## src/rtl/sel4_rr_arbiter.sv

```systemverilog
// sel4_rr_arbiter: round-robin owner of the 4-input 2-bit selector with bounded hold time
module sel4_rr_arbiter #(
    parameter int MAX_HOLD = 8,
    parameter int HOLD_W   = 8
) (
    input  logic              clk,
    input  logic              rst_n,
    input  logic [3:0]        req,
    input  logic [1:0]        a,
    input  logic [1:0]        b,
    input  logic [1:0]        c,
    input  logic [1:0]        d,
    output logic [3:0]        gnt,
    output logic [1:0]        sel,
    output logic              busy,
    output logic [1:0]        out_dat,
    output logic              out_vld
);
    localparam logic [1:0] IDLE = 2'b00;
    localparam logic [1:0] BUSY = 2'b01;
    localparam logic [1:0] GAP  = 2'b10;

    logic [1:0]        state;
    logic [1:0]        ptr;
    logic [1:0]        win;
    logic [1:0]        mux;
    logic [HOLD_W-1:0] cnt;
    logic              done;

    // scanning downward leaves the nearest requester at or after ptr as the winner
    always_comb begin
        win = ptr;
        for (int k = 3; k >= 0; k--)
            if (req[ptr + 2'(k)]) win = ptr + 2'(k);
    end

    assign mux  = sel == 2'd0 ? a : sel == 2'd1 ? b : sel == 2'd2 ? c : d;
    assign done = !req[sel] || cnt == HOLD_W'(MAX_HOLD);
    assign busy = state == BUSY;

    always_ff @(posedge clk or negedge rst_n) begin
        if (!rst_n) begin
            state   <= IDLE;
            ptr     <= 2'd0;
            cnt     <= '0;
            gnt     <= 4'b0000;
            sel     <= 2'd0;
            out_dat <= 2'd0;
            out_vld <= 1'b0;
        end else begin
            case (state)
                IDLE: begin
                    out_vld <= 1'b0;
                    if (|req) begin
                        state <= BUSY;
                        gnt   <= 4'b0001 << win;
                        sel   <= win;
                        cnt   <= HOLD_W'(1);
                    end
                end
                BUSY: begin
                    out_vld <= req[sel];
                    if (req[sel]) out_dat <= mux;
                    if (done) begin
                        state <= GAP;
                        gnt   <= 4'b0000;
                        ptr   <= sel + 2'd1;
                        cnt   <= '0;
                    end else begin
                        cnt <= cnt + HOLD_W'(1);
                    end
                end
                GAP: begin
                    out_vld <= 1'b0;
                    state   <= IDLE;
                end
                default: begin
                    state   <= IDLE;
                    gnt     <= 4'b0000;
                    cnt     <= '0;
                    out_vld <= 1'b0;
                end
            endcase
        end
    end
endmodule

```

## config.mk

```make
export PLATFORM = sky130hd
export DESIGN_NAME = sel4_rr_arbiter
export DESIGN_NICKNAME = d
export VERILOG_FILES = /design/src/rtl/sel4_rr_arbiter.sv
export SDC_FILE = /design/constraint.sdc
export NUM_CORES = 1
export LEC_CHECK = 0
export ABC_AREA = 1
export CORE_ASPECT_RATIO = 0.7
export CORE_MARGIN = 10
export CORE_UTILIZATION = 40
export CTS_BUF_LIST = sky130_fd_sc_hd__clkbuf_4 sky130_fd_sc_hd__clkbuf_8
export CTS_CLUSTER_SIZE = 14
export DETAILED_ROUTE_END_ITERATION = 8
export SETUP_SLACK_MARGIN = 0.2
export SLEW_MARGIN = 0
export SYNTH_ARGS = -nofsm -noshare
export SYNTH_HDL_FRONTEND = slang
export SYNTH_SLANG_ARGS = --single-unit
```

## constraint.sdc

```tcl
create_clock -name clk -period 2.6 [get_ports clk]
set_clock_uncertainty 0.2 [all_clocks]
set_input_delay 0.52 -clock clk [delete_from_list [all_inputs] [get_ports clk]]
set_output_delay 0.52 -clock clk [all_outputs]
set_load 0.005 [all_outputs]
```

Word-level counts from Yosys, hierarchy flattened --
Index checks and enable logic that the tools add are counted.
Word-level totals: latch bits 0, bits in writable memories 0, register bits after elaboration 21, ROM bits 0, logic and storage cells 64, input port bits 14, memories kept 0
Cells by class: order comparisons 5, reductions and logical operators 11, div/mod/pow operators 0, mux-type cells 27, bitwise logic cells 1, add/sub/neg operators 5, multipliers 0, shift-type cells 1, equal/unequal tests 7
Operators with widths (count):
- case mux 8 bit (3 select lines) | 1
- two-way mux 2 bit | 9
- two-way mux 8 bit | 2
- < comparator 2 x 3 -> 1 bit, second input constant | 5
- case mux 4 bit (3 select lines) | 1
- binary-select mux 1 bit (select 2 bit) | 5
- AND reduction 2 bit | 5
- adder 8 x 1 -> 8 bit, second input constant | 1
- equality test 8 x 4 -> 1 bit, second input constant | 1
- two-way mux 4 bit | 2
- two-way mux 1 bit | 6
- adder 2 x 1 -> 2 bit, second input constant | 2
- adder 2 bit, second input constant | 2
- equality test 2 x 1 -> 1 bit, second input constant | 2
- equality test 2 bit, second input constant | 2
- logical NOT 2 bit | 2
- case mux 2 bit (2 select lines) | 1
- OR reduction 4 bit | 1
- left shift 1 x 2 -> 4 bit, first input constant | 1
- AND reduction 3 bit | 1
- != test 2 x 1 -> 1 bit, second input constant | 1
- != test 2 bit, second input constant | 1
- logical NOT 1 bit | 1
- logical OR 1 bit | 1
- inverter 1 bit | 1

Logic depth before layout (Yosys ltp) --
Gate-level depths: netlist of run 1.
depth after elaboration 10, mapped depth 13

Worst setup path after synthesis of run 1 --
No wires, ideal clock.
path type input port to flip-flop, start in req[0], end reg cnt[6], path slack 1017 ps, arrival 1264 ps, cell stages on the path 9, required time 2281 ps, cell sequence inv_1 nand4_1 nand2_2 nand2_4 nand2_2 nor3_2 nand3_1 nand2_1 nor2_1
Between the ends: longest elaborated chain between the ends 6
Ends and longest elaborated chain:
- start: declaration | RTL line 8 | input logic [3:0] req,
- binary-select mux 1 bit (select 2 bit) | RTL line 38 | assign done = !req[sel] || cnt == HOLD_W'(MAX_HOLD);
- two-way mux 1 bit (not written as such) | RTL line 38
- logical NOT 1 bit | RTL line 38
- logical OR 1 bit | RTL line 38
- two-way mux 8 bit | RTL line 64 | if (done) begin
- case mux 8 bit (3 select lines) | RTL line 51 | case (state)
- end signal: assignment | RTL line 70 | cnt <= cnt + HOLD_W'(1);
- end: declaration | RTL line 27 | logic [HOLD_W-1:0] cnt;
Several ways; a longest one is shown, not always the timed one. The select of a mux whose other input is x is not followed. A chain may end at the register's enable or synchronous reset.

Worst setup path after layout of run 1 --
start reg state[0], end out busy
Between the ends: longest elaborated chain between the ends 1
Ends and longest elaborated chain:
- start: declaration | RTL line 23 | logic [1:0] state;
- start signal: assignment | RTL line 43 | state <= IDLE;
- start signal: assignment | RTL line 55 | state <= BUSY;
- start signal: assignment | RTL line 65 | state <= GAP;
- equality test 2 x 1 -> 1 bit | RTL line 39 | assign busy = state == BUSY;
- end: declaration | RTL line 15 | output logic busy,
Every way passes these cells.

==> results of run 1 <==
-- flip-flops by register name (all words and copies together) (netlist names) --
register	count
cnt	8
gnt	4
out_dat	2
ptr	2
sel	2
state	2
out_vld	1
-- how the worst max path moves through the flow --
stage | to | startpoint | slack, ns
CTS | busy | state[0] | 0.45
global route | busy | state[0] | 0.37
floorplan | cnt[6] | req[0] | 1.02
detailed placement | gnt[0] | req[3] | 0.33
global placement | gnt[2] | req[3] | 0.37
finish | busy | state[0] | 0.47
-- cells by family (layout without fill, tap and decap cells) --
group           count (synthesis)  after routing  share of synthesized area [%]
flops                          21             21                           37.6
simple gates                  103            103                           37.7
buf+inv                        30             57                           9.13
fa+ha+maj                       5              5                           4.48
compound gates                 27             27                           11.1
-- cell usage in the layout, fill, tap and decap left out, types with 3 or more instances in the layout --
cell             count
nand2_1             47
inv_1               23
clkdlybuf4s50_1     23
dfrtp_1             21
nand2_2             15
o21ai_0             13
nor2_1              12
nand3_1             10
nand4_1              6
inv_2                5
a21oi_1              5
ha_1                 5
nand2_4              4
o21ai_1              3
clkbuf_8             3
-- power breakdown --
| group | total, uW | switching (uW) | leakage (uW) | internal, uW |
|---|---|---|---|---|
| Combinational | 1120 | 682 | 0.000536 | 439 |
| Sequential | 546 | 116 | 0.000274 | 431 |
| Clock | 214 | 107 | 0.0000255 | 107 |
| Total | 1880 | 904 | 0.000835 | 977 |
-- per-layer routing --
layer,wire [um],vias up,track usage (%),share of wire (%)
met4,15,0,2.09,0.46
li1,-,649,-,-
met3,189,3,3.88,5.7
met1,1780,575,15.5,54
met2,1300,33,13.7,39
met5,0,-,0,0
-- layout make-up --
type | instances | area (um2)
timing repair buffer | 24 | 238
clock inverter | 1 | 5.00
clock buffer | 3 | 41.3
sequential | 21 | 526
multi-input combinational | 135 | 744
inverter | 29 | 116
fill | 308 | 1530
tap | 47 | 58.8
-- cell usage after synthesis (2+ instances only) --
cell / count / area share (%)
a21oi_1: 5 / 1.8
nand2_1: 47 / 13
nor2_1: 12 / 3.2
nand4_1: 6 / 2.7
nor2_4: 2 / 1.6
nand2_4: 4 / 3.2
o21ai_1: 3 / 1.1
nand3_1: 10 / 3.6
nand3_2: 2 / 1.4
dfrtp_1: 21 / 38
nor3_1: 2 / 0.72
inv_2: 5 / 1.3
o31ai_1: 2 / 1.1
nand2_2: 15 / 6.7
ha_1: 5 / 4.5
inv_1: 23 / 6.2
nor3_2: 2 / 1.4
o21ai_0: 13 / 4.7
-- worst register-to-register path: stages (launching register included) --
cell and delay (ns):
dfrtp_1 0.64, nand2_1 0.16, nand2_2 0.12, nand2_1 0.07
nand2_2 0.09, inv_2 0.04, nand2_2 0.07, nand2_1 0.06
nand2_2 0.08, nand2_2 0.07, nand2_1 0.08, o21ai_1 0.06
-- stage by stage --
stage                     worst slack (ns)  hold slack [ns]
after floorplan                       1.02           0.0244
after global placement               0.374            0.270
after detailed placement             0.327            0.271
after CTS                            0.451            0.298
after global routing                 0.371            0.342
final                                0.473            0.294
==> impl_metrics.py, run 1 <==
metrics = {
    "floorplanning": {
        "fp.coreArea_um2": 3250,
        "die_y_um": 69.5,
        "placementRows": 17,
        "io_pins": 24,
        "fp.dieW_um": 90.7,
        "die-area_um2": 6300,
        "start_util_pct": 42.9,
    },
    "logic_synthesis": {
        "yosys_warnings": 0,
        "ys_ff_latch": 21,
        "yosysUniqueCellTypes": 25,
        "synth_edf_count": 0,
        "syn-num-nets": 205,
        "async_flop_share_pct": 100,
        "avgSynthCellArea_um2": 7.51,
        "netlist_area_um2": 1400,
        "seq_area_frac_synth_pct": 37.6,
        "synthCells": 186,
        "synthFlopType": "dfrtp_1",
    },
    "finish": {
        "finish.utilization_pct": 53.1,
        "nNetsFinal": 233,
        "fin_cells": 260,
        "syn2layout_area_growth_pct": 23.7,
        "drive_gt1_share_pct": 18.8,
        "design_area_um2": 1730,
        "diodes": 0,
    },
    "placement": {
        "place_congestion": 0.890,
        "dp_hpwl_mm": 2.62,
        "placed_cells": 256,
        "portBuffers": 23,
        "dpl-instance-area_um2": 1680,
    },
    "sta": {
        "relSlewSlack_pct": 68.1,
        "finalHoldViolCount": 0,
        "finalSetupViolations": 0,
        "worst_pin_slew_ns": 0.478,
        "drv_slew": 0,
        "rsz0062_at_grt": "false",
        "layout_min_cycle_time_ns": 2.13,
        "setup_tns_ns": 0,
        "fin_crit_sh_pct": 81.8,
        "fmax_ghz": 0.470,
    },
    "route": {
        "antenna_left": 0,
        "vias": 1260,
        "vias_per_cell": 4.85,
        "drt_wl_total_mm": 3.29,
        "drc_errors": 0,
        "drt-initial-drc-count": 75,
        "wl_per_cell_um": 12.6,
        "drt_pass1_iterations": 4,
    },
    "hold_path": {
        "hold_path_depth": 2,
        "min_to": "gnt[2]",
        "hp-start": "gnt[2]",
        "worstHoldPathType": "flip-flop to flip-flop",
    },
    "clocking": {
        "root_buffer": "clkbuf_8",
        "postCtsResizedCells": 0,
        "cts.clk_slew.worst_paths_ns": 0.08,
        "clock-sinks": 21,
        "postCtsHoldBufs": 0,
        "cts_tree": "yes",
        "cts_buffers": 3,
        "worst_skew_pair.late_latency_ns": 0.26,
        "post_cts_buffers": 0,
        "clockBufferDepth": 2,
        "cts_max_level": 1,
    },
    "critical_path": {
        "rr_worst_depth": 11,
        "cp_data_required_time_ns": 1.88,
        "path_cells": "inv_2, nor2_4, clkdlybuf4s50_1",
        "crit_cells": 3,
        "critical_path_arrival_ns": 1.41,
        "critical-path-slowest-cell": "clkdlybuf4s50_1",
        "end_kind": "primary output",
        "cp-start-kind": "flip-flop",
        "crit_type": "flip-flop to primary output",
        "rr_endpoint": "sel[0]",
        "worstReg2RegStart": "ptr[0]",
        "critPathMaxStageDelay_ns": 0.52,
        "worst-path-buf-inv": 2,
        "r2r_setup_slack_ns": 0.74,
        "crit_family": "buffers and inverters",
        "path_max_fanout": 5,
    },
    "grt": {
        "grt_pass1_wl_mm": 5.51,
        "antenna_found_initial": 0,
        "grt_overflow": 0,
        "grt_max_degree": 22,
        "grt_usage_pct": 10.5,
        "grt_pass1_vias": 1121,
    },
    "power": {
        "p_leak_uw": 0.000835,
        "power-per-cell-area_nw_per_um2": 1090,
        "power.total_uw": 1880,
        "peakVddDrop_v": 0.000582,
    },
    "job": {
        "drv_cap": 0,
    },
    "outcome": {
        "status": "finished, final reports clean",
    },
}
No activity file was read; power rests on OpenSTA's default activity.
==> run 2: changes to the inputs <==
--- a/config.mk
+++ b/config.mk
@@ -12,6 +12,7 @@
 export CTS_BUF_LIST = sky130_fd_sc_hd__clkbuf_4 sky130_fd_sc_hd__clkbuf_8
 export CTS_CLUSTER_SIZE = 14
 export DETAILED_ROUTE_END_ITERATION = 8
+export PLACE_DENSITY = 0.66
 export SETUP_SLACK_MARGIN = 0.2
 export SLEW_MARGIN = 0
 export SYNTH_ARGS = -nofsm -noshare
==> constraint.sdc (replaced) <==
create_clock -name clk -period 1.7 [get_ports clk]
set_clock_uncertainty 0.2 [all_clocks]
set_input_delay 0.34 -clock clk [delete_from_list [all_inputs] [get_ports clk]]
set_output_delay 0.34 -clock clk [all_outputs]
set_load 0.005 [all_outputs]
==> impl_metrics.py, run 2 (same netlist as run 1, synthesis figures left out) <==
metrics = {
    "outcome": {
        "status": "finished, final reports clean",
    },
    "clocking": {
        "cts_buffers": 3,
        "postCtsHoldBufs": 0,
        "root_buffer": "clkbuf_8",
        "cts.clk_slew.worst_paths_ns": 0.08,
        "cts_max_level": 1,
        "cts_tree": "yes",
        "worst_skew_pair.late_latency_ns": 0.27,
        "clockBufferDepth": 2,
        "clock-sinks": 21,
    },
    "grt": {
        "antenna_found_initial": 0,
        "grt_max_degree": 22,
        "grt_pass1_wl_mm": 7.00,
        "grt_usage_pct": 13.1,
        "grt_overflow": 0,
        "grt_pass1_vias": 1460,
    },
    "sta": {
        "drv_slew": 0,
        "fin_crit_sh_pct": 97.5,
        "layout_min_cycle_time_ns": 1.66,
        "fmax_ghz": 0.603,
        "finalSetupViolations": 0,
        "relSlewSlack_pct": 79.1,
        "rsz0062_at_grt": "true",
        "setup_tns_ns": 0,
        "finalHoldViolCount": 0,
        "worst_pin_slew_ns": 0.311,
    },
    "finish": {
        "syn2layout_area_growth_pct": 63.7,
        "top_regs": "cnt: 8 flops, gnt: 4 flops",
        "finish.utilization_pct": 70.3,
        "fillers": 240,
        "seqCellArea_um2": 529,
        "layout_common_cells": "nand2_1 (31), buf_4 (24), nand2_2 (19)",
        "nNetsFinal": 266,
        "top_register": "cnt",
        "diodes": 0,
        "layout_commonest_cell": "nand2_1",
        "fin_cells": 293,
        "drive_gt1_share_pct": 55.3,
        "design_area_um2": 2290,
        "largest_register_ffs": 8,
        "multi_input_area_um2": 1020,
    },
    "critical_path": {
        "end_kind": "flip-flop",
        "rr_worst_depth": 12,
        "rr_endpoint": "sel[0]",
        "critical_path_arrival_ns": 1.62,
        "r2r_setup_slack_ns": 0.04,
        "worstReg2RegStart": "ptr[0]",
        "crit_type": "flip-flop to flip-flop",
        "path_max_fanout": 8,
        "cp_data_required_time_ns": 1.67,
        "cp-start-kind": "flip-flop",
    },
    "route": {
        "drt-initial-drc-count": 80,
        "drt_pass1_iterations": 4,
        "vias_per_cell": 4.90,
        "wl_per_cell_um": 15.2,
        "drt_wl_total_mm": 4.46,
        "drc_errors": 0,
        "antenna_left": 0,
        "vias": 1436,
    },
    "floorplanning": {
        "placementRows": 17,
        "io_pins": 24,
        "start_util_pct": 42.9,
        "die_y_um": 69.5,
        "fp.coreArea_um2": 3250,
        "die-area_um2": 6300,
        "fp.dieW_um": 90.7,
    },
    "power": {
        "p_leak_uw": 0.00108,
        "power-per-cell-area_nw_per_um2": 1870,
        "peakVddDrop_v": 0.00111,
    },
    "placement": {
        "portBuffers": 23,
        "placed_cells": 269,
        "dpl-instance-area_um2": 1780,
        "dp_hpwl_mm": 2.74,
        "place_congestion": 0.823,
    },
    "job": {
        "drv_cap": 0,
    },
    "hold_path": {
        "worstHoldPathType": "primary input to asynchronous set/reset pin",
    },
}
==> run 2: per-layer routing <==
metal	GRT usage [%]	vias to the layer above	routed length, um
met1	16.7	682	1980
met2	21.7	28	2260
met3	3.23	8	159
li1	-	718	-
met4	2.61	0	65
met5	0	-	0
==> run 2: how the worst max path moves through the flow <==
stage	start	end	slack [ns]	cells past startpoint
finish	ptr[0]	sel[0]	0.04	12
global placement	req[3]	cnt[6]	-0.29	10
CTS	ptr[0]	sel[0]	0.02	12
detailed placement	req[3]	cnt[6]	-0.34	10
global route	ptr[1]	sel[0]	-0.04	12
floorplan	ptr[0]	sel[0]	0.19	13
==> run 2: final cells by class <==
cell class                 instances  share of cell area [%]
timing repair buffer              57                    21.8
tap                               47                    2.57
multi-input combinational        135                    44.8
clock buffer                       3                    1.80
sequential                        21                    23.1
inverter                          29                    5.63
clock inverter                     1                   0.328
==> run 2: power by group <==
| group | internal [uW] | switching, uW |
|---|---|---|
| sequential | 666 | 182 |
| combinational | 1390 | 1710 |
| clock | 166 | 184 |
| total | 2220 | 2070 |
==> run 2: timing repair <==
item	CTS	global route
endpoints found under the setup margin	30	26
buffers inserted	17	3
pin swaps	28	23
resized for setup	72	64
==> run 2: worst max-delay path: stages (launching register included) <==
cell and delay (ns):
dfrtp_2 0.50, inv_8 0.13, nand2_4 0.06, nand2_4 0.08, nand2_2 0.06, nand2_2 0.08
inv_2 0.04, nand2_2 0.08, nand2_2 0.07, nand2_4 0.08, nand2_4 0.06, nand2_1 0.06
o21ai_1 0.06
==> run 2: through the flow <==
stage | worst slack (ns) | power [uW] | hold slack (ns)
after floorplan | 0.195 | 2060 | -0.156
after global placement | -0.286 | 2690 | 0.271
after detailed placement | -0.338 | 2770 | 0.276
after CTS | 0.0241 | 3650 | 0.214
after global routing | -0.0391 | 4580 | 0.258
final | 0.0424 | 4290 | 0.205
